**src/rtl/seg7_pkg.sv**
```systemverilog
// seg7_pkg: shared types and constants for the multiplexed 7-segment driver.
//   digit_t    : one display digit, decimal point in bit 4 and a 4-bit code below it.
//   CODE_*     : the non-numeric display codes.
//   SEG_*      : active-high segment patterns in gfedcba order (bit 0 = segment a).
package seg7_pkg;

  typedef struct packed {
    logic       dp;
    logic [3:0] code;
  } digit_t;

  localparam logic [3:0] CODE_BLANK = 4'd10;
  localparam logic [3:0] CODE_DASH  = 4'd11;
  localparam logic [3:0] CODE_E     = 4'd12;
  localparam logic [3:0] CODE_H     = 4'd13;
  localparam logic [3:0] CODE_L     = 4'd14;

  localparam logic [6:0] SEG_OFF  = 7'h00;
  localparam logic [6:0] SEG_0    = 7'h3F;
  localparam logic [6:0] SEG_1    = 7'h06;
  localparam logic [6:0] SEG_2    = 7'h5B;
  localparam logic [6:0] SEG_3    = 7'h4F;
  localparam logic [6:0] SEG_4    = 7'h66;
  localparam logic [6:0] SEG_5    = 7'h6D;
  localparam logic [6:0] SEG_6    = 7'h7D;
  localparam logic [6:0] SEG_7    = 7'h07;
  localparam logic [6:0] SEG_8    = 7'h7F;
  localparam logic [6:0] SEG_9    = 7'h6F;
  localparam logic [6:0] SEG_DASH = 7'h40;
  localparam logic [6:0] SEG_E    = 7'h79;
  localparam logic [6:0] SEG_H    = 7'h76;
  localparam logic [6:0] SEG_L    = 7'h38;

endpackage

```
**src/rtl/seg7_decoder.sv**
```systemverilog
// seg7_decoder: combinational code-to-segment decoder.
//   code    : 4-bit display code (0-9 digits, 10/15 blank, 11 dash, 12 E, 13 H, 14 L).
//   blank   : forces all segments off (leading-zero blanking).
//   pattern : active-high segment pattern, gfedcba.
module seg7_decoder
  import seg7_pkg::*;
(
  input  logic [3:0] code,
  input  logic       blank,
  output logic [6:0] pattern
);

  always_comb begin
    pattern = SEG_OFF;
    if (!blank) begin
      case (code)
        4'd0:      pattern = SEG_0;
        4'd1:      pattern = SEG_1;
        4'd2:      pattern = SEG_2;
        4'd3:      pattern = SEG_3;
        4'd4:      pattern = SEG_4;
        4'd5:      pattern = SEG_5;
        4'd6:      pattern = SEG_6;
        4'd7:      pattern = SEG_7;
        4'd8:      pattern = SEG_8;
        4'd9:      pattern = SEG_9;
        CODE_DASH: pattern = SEG_DASH;
        CODE_E:    pattern = SEG_E;
        CODE_H:    pattern = SEG_H;
        CODE_L:    pattern = SEG_L;
        default:   pattern = SEG_OFF;
      endcase
    end
  end

endmodule

```
**src/rtl/seg7_scan_driver.sv**
```systemverilog
// seg7_scan_driver: 4-digit multiplexed 7-segment display driver.
//   clk, reset            : system clock, synchronous active-high reset.
//   load                  : one-cycle strobe, digit3_in..digit0_in valid with it.
//   digit3_in..digit0_in  : {dp, code[3:0]} per digit, digit3 most significant.
//   an[3:0]               : anode enables, an[i] selects digit i.
//   seg[6:0], dp          : segments gfedcba and decimal point.
//   frame_tick            : one-cycle pulse the cycle after each frame wrap.
// Scanning runs digit 3 down to digit 0. Each slot starts with GHOST_GAP cycles
// of all anodes off. New digits are staged in a hold register and only copied
// to the displayed shadow at a frame boundary, so a frame is never torn.
module seg7_scan_driver
  import seg7_pkg::*;
#(
  parameter int unsigned REFRESH_DIV    = 50000,
  parameter int unsigned GHOST_GAP      = 16,
  parameter bit          SEG_ACTIVE_LOW = 1'b1,
  parameter bit          AN_ACTIVE_LOW  = 1'b1
) (
  input  logic       clk,
  input  logic       reset,
  input  logic       load,
  input  logic [4:0] digit3_in,
  input  logic [4:0] digit2_in,
  input  logic [4:0] digit1_in,
  input  logic [4:0] digit0_in,
  output logic [3:0] an,
  output logic [6:0] seg,
  output logic       dp,
  output logic       frame_tick
);

  localparam int unsigned   PW            = (REFRESH_DIV > 1) ? $clog2(REFRESH_DIV) : 1;
  localparam logic [PW-1:0] PRESCALE_LAST = PW'(REFRESH_DIV - 1);
  localparam logic [PW-1:0] GAP_END       = PW'(GHOST_GAP);

  logic [PW-1:0]  prescaler;
  logic [1:0]     idx;
  digit_t [3:0]   din;
  digit_t [3:0]   hold;
  digit_t [3:0]   shadow;
  logic           pending;
  logic           slot_end;
  logic           frame_end;

  digit_t         cur;
  logic           blank3, blank2, blank1;
  logic           cur_blank;
  logic [6:0]     pattern;
  logic [3:0]     an_next;
  logic [6:0]     seg_next;
  logic           dp_next;

  assign din[3] = digit3_in;
  assign din[2] = digit2_in;
  assign din[1] = digit1_in;
  assign din[0] = digit0_in;

  assign slot_end  = (prescaler == PRESCALE_LAST);
  assign frame_end = slot_end && (idx == 2'd0);

  // Prescaler, scan index (3..0, 2-bit wrap gives 0->3), frame pulse and the
  // hold/shadow handshake.
  always_ff @(posedge clk) begin
    if (reset) begin
      prescaler  <= '0;
      idx        <= 2'd3;
      hold       <= '0;
      shadow     <= '0;
      pending    <= 1'b0;
      frame_tick <= 1'b0;
    end else begin
      prescaler  <= slot_end ? '0 : prescaler + 1'b1;
      frame_tick <= frame_end;
      if (slot_end) begin
        idx <= idx - 2'd1;
      end
      // A load coinciding with the frame boundary bypasses hold so the new
      // value shows in the very next frame instead of one frame later.
      if (load) begin
        hold <= din;
        if (frame_end) begin
          shadow  <= din;
          pending <= 1'b0;
        end else begin
          pending <= 1'b1;
        end
      end else if (frame_end && pending) begin
        shadow  <= hold;
        pending <= 1'b0;
      end
    end
  end

  // Leading-zero blanking: a digit is blanked only if it and every more
  // significant digit are zero without a decimal point.
  assign blank3 = (shadow[3].code == 4'd0) && !shadow[3].dp;
  assign blank2 = blank3 && (shadow[2].code == 4'd0) && !shadow[2].dp;
  assign blank1 = blank2 && (shadow[1].code == 4'd0) && !shadow[1].dp;

  assign cur = shadow[idx];

  always_comb begin
    cur_blank = 1'b0;
    case (idx)
      2'd3:    cur_blank = blank3;
      2'd2:    cur_blank = blank2;
      2'd1:    cur_blank = blank1;
      default: cur_blank = 1'b0;
    endcase
  end

  seg7_decoder u_decoder (
    .code    (cur.code),
    .blank   (cur_blank),
    .pattern (pattern)
  );

  always_comb begin
    an_next  = '0;
    seg_next = SEG_OFF;
    dp_next  = 1'b0;
    if (prescaler >= GAP_END) begin
      an_next  = 4'b0001 << idx;
      seg_next = pattern;
      dp_next  = cur.dp && !cur_blank;
    end
  end

  // Pin polarity is applied at the output register.
  always_ff @(posedge clk) begin
    if (reset) begin
      an  <= {4{AN_ACTIVE_LOW}};
      seg <= {7{SEG_ACTIVE_LOW}};
      dp  <= SEG_ACTIVE_LOW;
    end else begin
      an  <= an_next ^ {4{AN_ACTIVE_LOW}};
      seg <= seg_next ^ {7{SEG_ACTIVE_LOW}};
      dp  <= dp_next ^ SEG_ACTIVE_LOW;
    end
  end

endmodule
```
**config.mk**
```make
export PLATFORM = sky130hd
export DESIGN_NAME = seg7_scan_driver
export DESIGN_NICKNAME = d
export VERILOG_FILES = /design/src/rtl/seg7_pkg.sv /design/src/rtl/seg7_decoder.sv /design/src/rtl/seg7_scan_driver.sv
export SDC_FILE = /design/constraint.sdc
export NUM_CORES = 1
export LEC_CHECK = 0
export ABC_AREA = 1
export CORE_MARGIN = 1
export CORE_UTILIZATION = 57
export CTS_CLUSTER_SIZE = 8
export DETAILED_ROUTE_END_ITERATION = 10
export GPL_TIMING_DRIVEN = 0
export PLACE_DENSITY_LB_ADDON = 0.05
export SYNTH_ARGS = -nofsm -noshare
export SYNTH_HDL_FRONTEND = slang
export SYNTH_HIERARCHICAL = 1
export SYNTH_SLANG_ARGS = --single-unit
```
**constraint.sdc**
```tcl
create_clock -name clk -period 2.6 [get_ports clk]
set_input_delay 0.52 -clock clk [delete_from_list [all_inputs] [get_ports clk]]
set_output_delay 0.52 -clock clk [all_outputs]
set_load 0.02 [all_outputs]
```
==> results.json <==
{
  "outcome": "finished clean",
  "path_cells": "clkbuf_1, inv_1, o21ai_0, a21oi_1, a21oi_2, inv_1, ha_1, inv_1, nand3_1, nand3_1, nor2_1, nand3_1",
  "num_antenna_cells": 0,
  "hpwl_um": 5510,
  "die_width_um": 82.3,
  "tns_ns": 0,
  "postSynth.asyncResetShare": 0,
  "wl_per_cell_um": 11.4,
  "setup_violations": 0,
  "clock_latency_ns": 0.35,
  "netlist.area_leader.share": 0.393,
  "drc": 0,
  "synth.area.top_cells": "dfxtp_1, nand2_1, inv_1, nor2_1, ha_1",
  "crit_arrival_ns": 2.59,
  "slew_viol_final": 0,
  "drive_gt1_frac": 0.106,
  "grt-ovfl-total": 0,
  "ir_drop_mv": 0.449,
  "antenna_found_initial": 0,
  "rsz0062_at_grt": "no",
  "synth_top_family_by_area": "simple AND/OR/NAND/NOR gates",
  "slew_headroom": 0.692,
  "synth_edf_count": 0,
  "drtIter0Drc": 101,
  "hp-start": "prescaler[15]",
  "ys_warn_count": 6,
  "clockBufferDepth": 2,
  "worstPathMaxFanout": 10,
  "min_to": "prescaler[15]",
  "ff2ff_path_depth": 12,
  "skew_ns": 0.00850,
  "r2r_slack_ns": 0.23,
  "worst_pin_slew_ns": 0.462,
  "r2r_end": "seg[3]",
  "cts_setup_buffers": 0,
  "wirelength_um": 7510,
  "utilization": 0.718,
  "ys_seq_area_frac": 0.393,
  "numCtsBuffers": 9,
  "final.period_utilization": 0.910,
  "end_kind": "flip-flop",
  "finalHoldViolations": 0,
  "syn_area_um2": 3670,
  "drtPass1Iterations": 5,
  "ant_nets": 0,
  "cp.required_ns": 2.82,
  "hold_buffers": 0,
  "dr_total_vias": 3303,
  "vias_per_cell": 5.01,
  "coreArea_um2": 6060,
  "regToRegStartpoint": "idx[0]",
  "hold_depth": 2,
  "cp-start-kind": "flip-flop",
  "start_util": 0.606,
  "p_leak_nw": 1.94,
  "die_h_um": 82.3,
  "h-tree-depth": 3,
  "crit_path_max_incr_delay_ns": 0.35,
  "io_buffers": 35,
  "num_io_pins": 36,
  "synthXorXnorAreaFrac": 0.00477,
  "rows": 28,
  "synth_nets": 570,
  "synth-adder-area-share": 0.0477,
  "synth_flop_cell": "dfxtp_1",
  "yosys.area_share.simple": 0.336,
  "first_global_vias": 3033,
  "power_density_nw_per_um2": 525,
  "cts-resized-gates": 0,
  "path_class": "reg -> reg",
  "post-route-min-period_ns": 2.37,
  "grt_max_degree": 13,
  "synthCells": 533,
  "die-area_um2": 6770,
  "cts_root_buf": "clkbuf_8",
  "syn_avg_cell_area_um2": 6.89,
  "grt_pass1_wl_um": 12900,
  "cts_sinks": 72,
  "fmax_mhz": 423,
  "cts_tree": "yes",
  "min_path_type": "reg -> reg",
  "synth.largest_area_cell": "dfxtp_1",
  "synthTopCellsByCount": "nand2_1, inv_1, nor2_1, dfxtp_1, nand3_1",
  "yosysMostFrequentCell": "nand2_1",
  "track_usage": 0.253,
  "slowest_stage": "dfxtp_1",
  "clk_pin_slew_ns": 0.08,
  "max_cap_viol_count": 0,
  "syn_to_final_growth_pct": 18.6,
  "muxShareOfSynthArea": 0,
  "synth_compound_area_frac": 0.0821,
  "ys_seq_elements": 72,
  "globalplace.congestion": 0.928,
  "ys_types": 31,
  "nNetsFinal": 616
}
[cell families (layout without fill, tap and decap cells)]
kind of cell | Yosys count | in the layout
simple gates | 269 | 269
fa+ha+maj | 14 | 14
flops | 72 | 72
compound gates | 59 | 59
buf+inv | 117 | 168
xor+xnor | 2 | 2
[sequential cells by signal, indices dropped and copies added (netlist names)]
signal and cells:
an 4, dp 1, frame_tick 1, hold 20, idx 2, pending 1
prescaler 16, seg 7, shadow 20
[how the worst max path moves through the flow]
stage	from	to	slack [ns]	cells after the start
6_report	idx[0]	seg[3]	0.23	12
3_3_place_gp	idx[0]	seg[3]	0.19	12
5_1_grt	idx[0]	seg[3]	0.07	12
3_5_place_dp	idx[0]	seg[3]	0.12	12
4_1_cts	idx[0]	seg[3]	0.13	12
2_1_floorplan	idx[0]	seg[3]	0.50	12
[per-stage QoR]
stage,setup slack (ns),cell area [um^2],instances,hold WS (ns),power [mW]
after floorplan,0.497,3670,533,0.430,1.24
after global placement,0.192,4120,643,0.446,1.29
after detailed placement,0.117,4120,643,0.456,1.29
after CTS,0.125,4350,659,0.479,2.30
after global routing,0.0687,4350,659,0.497,2.37
final,0.233,4350,659,0.474,2.29
[worst max-delay path: cells and delay by family (launching register included)]
family	cells	cell delay, ns
adders and majority gates	1	0.30
buffers and inverters	4	0.68
AOI/OAI and AO/OA	3	0.58
and+or+nand+nor	4	0.32
DFF	1	0.35
[where the power goes]
| part | internal (mW) | leakage, nW | switching (mW) | total [mW] |
|---|---|---|---|---|
| Sequential | 1.13 | 0.587 | 0.00827 | 1.14 |
| Clock | 0.591 | 0.119 | 0.426 | 1.02 |
| Combinational | 0.0578 | 1.23 | 0.0759 | 0.134 |
[layout make-up]
| class | count | area (um^2) |
|---|---|---|
| Multi-Input combinational cell | 344 | 1730 |
| Clock inverter | 5 | 78.8 |
| Inverter | 94 | 363 |
| Clock buffer | 11 | 151 |
| Timing Repair Buffer | 35 | 350 |
| Buffer | 23 | 140 |
| Tap cell | 75 | 93.8 |
| Fill cell | 536 | 1710 |
| Sequential cell | 72 | 1440 |
[cell usage in the layout (no fill, tap or decap), drive strengths merged]
| master | instances |
|---|---|
| a21oi | 27 |
| or2 | 2 |
| nor2 | 79 |
| buf | 8 |
| xor2 | 2 |
| bufinv | 2 |
| nor3 | 8 |
| nand2 | 119 |
| nand3 | 34 |
| dfxtp | 72 |
| nor3b | 2 |
| o21ai | 31 |
| clkinv | 5 |
| clkdlybuf4s50 | 35 |
| o21bai | 1 |
| clkbuf | 26 |
| inv | 92 |
| nand4 | 25 |
| ha | 14 |
[per-layer routing]
metal	GRT usage	vias to the layer above	wire length [um]
met5	0	-	0
met4	0.114	0	229
met3	0.0582	22	298
met2	0.430	82	3480
met1	0.301	1450	3490
li1	-	1749	-
(Power assumes the default switching activity.)
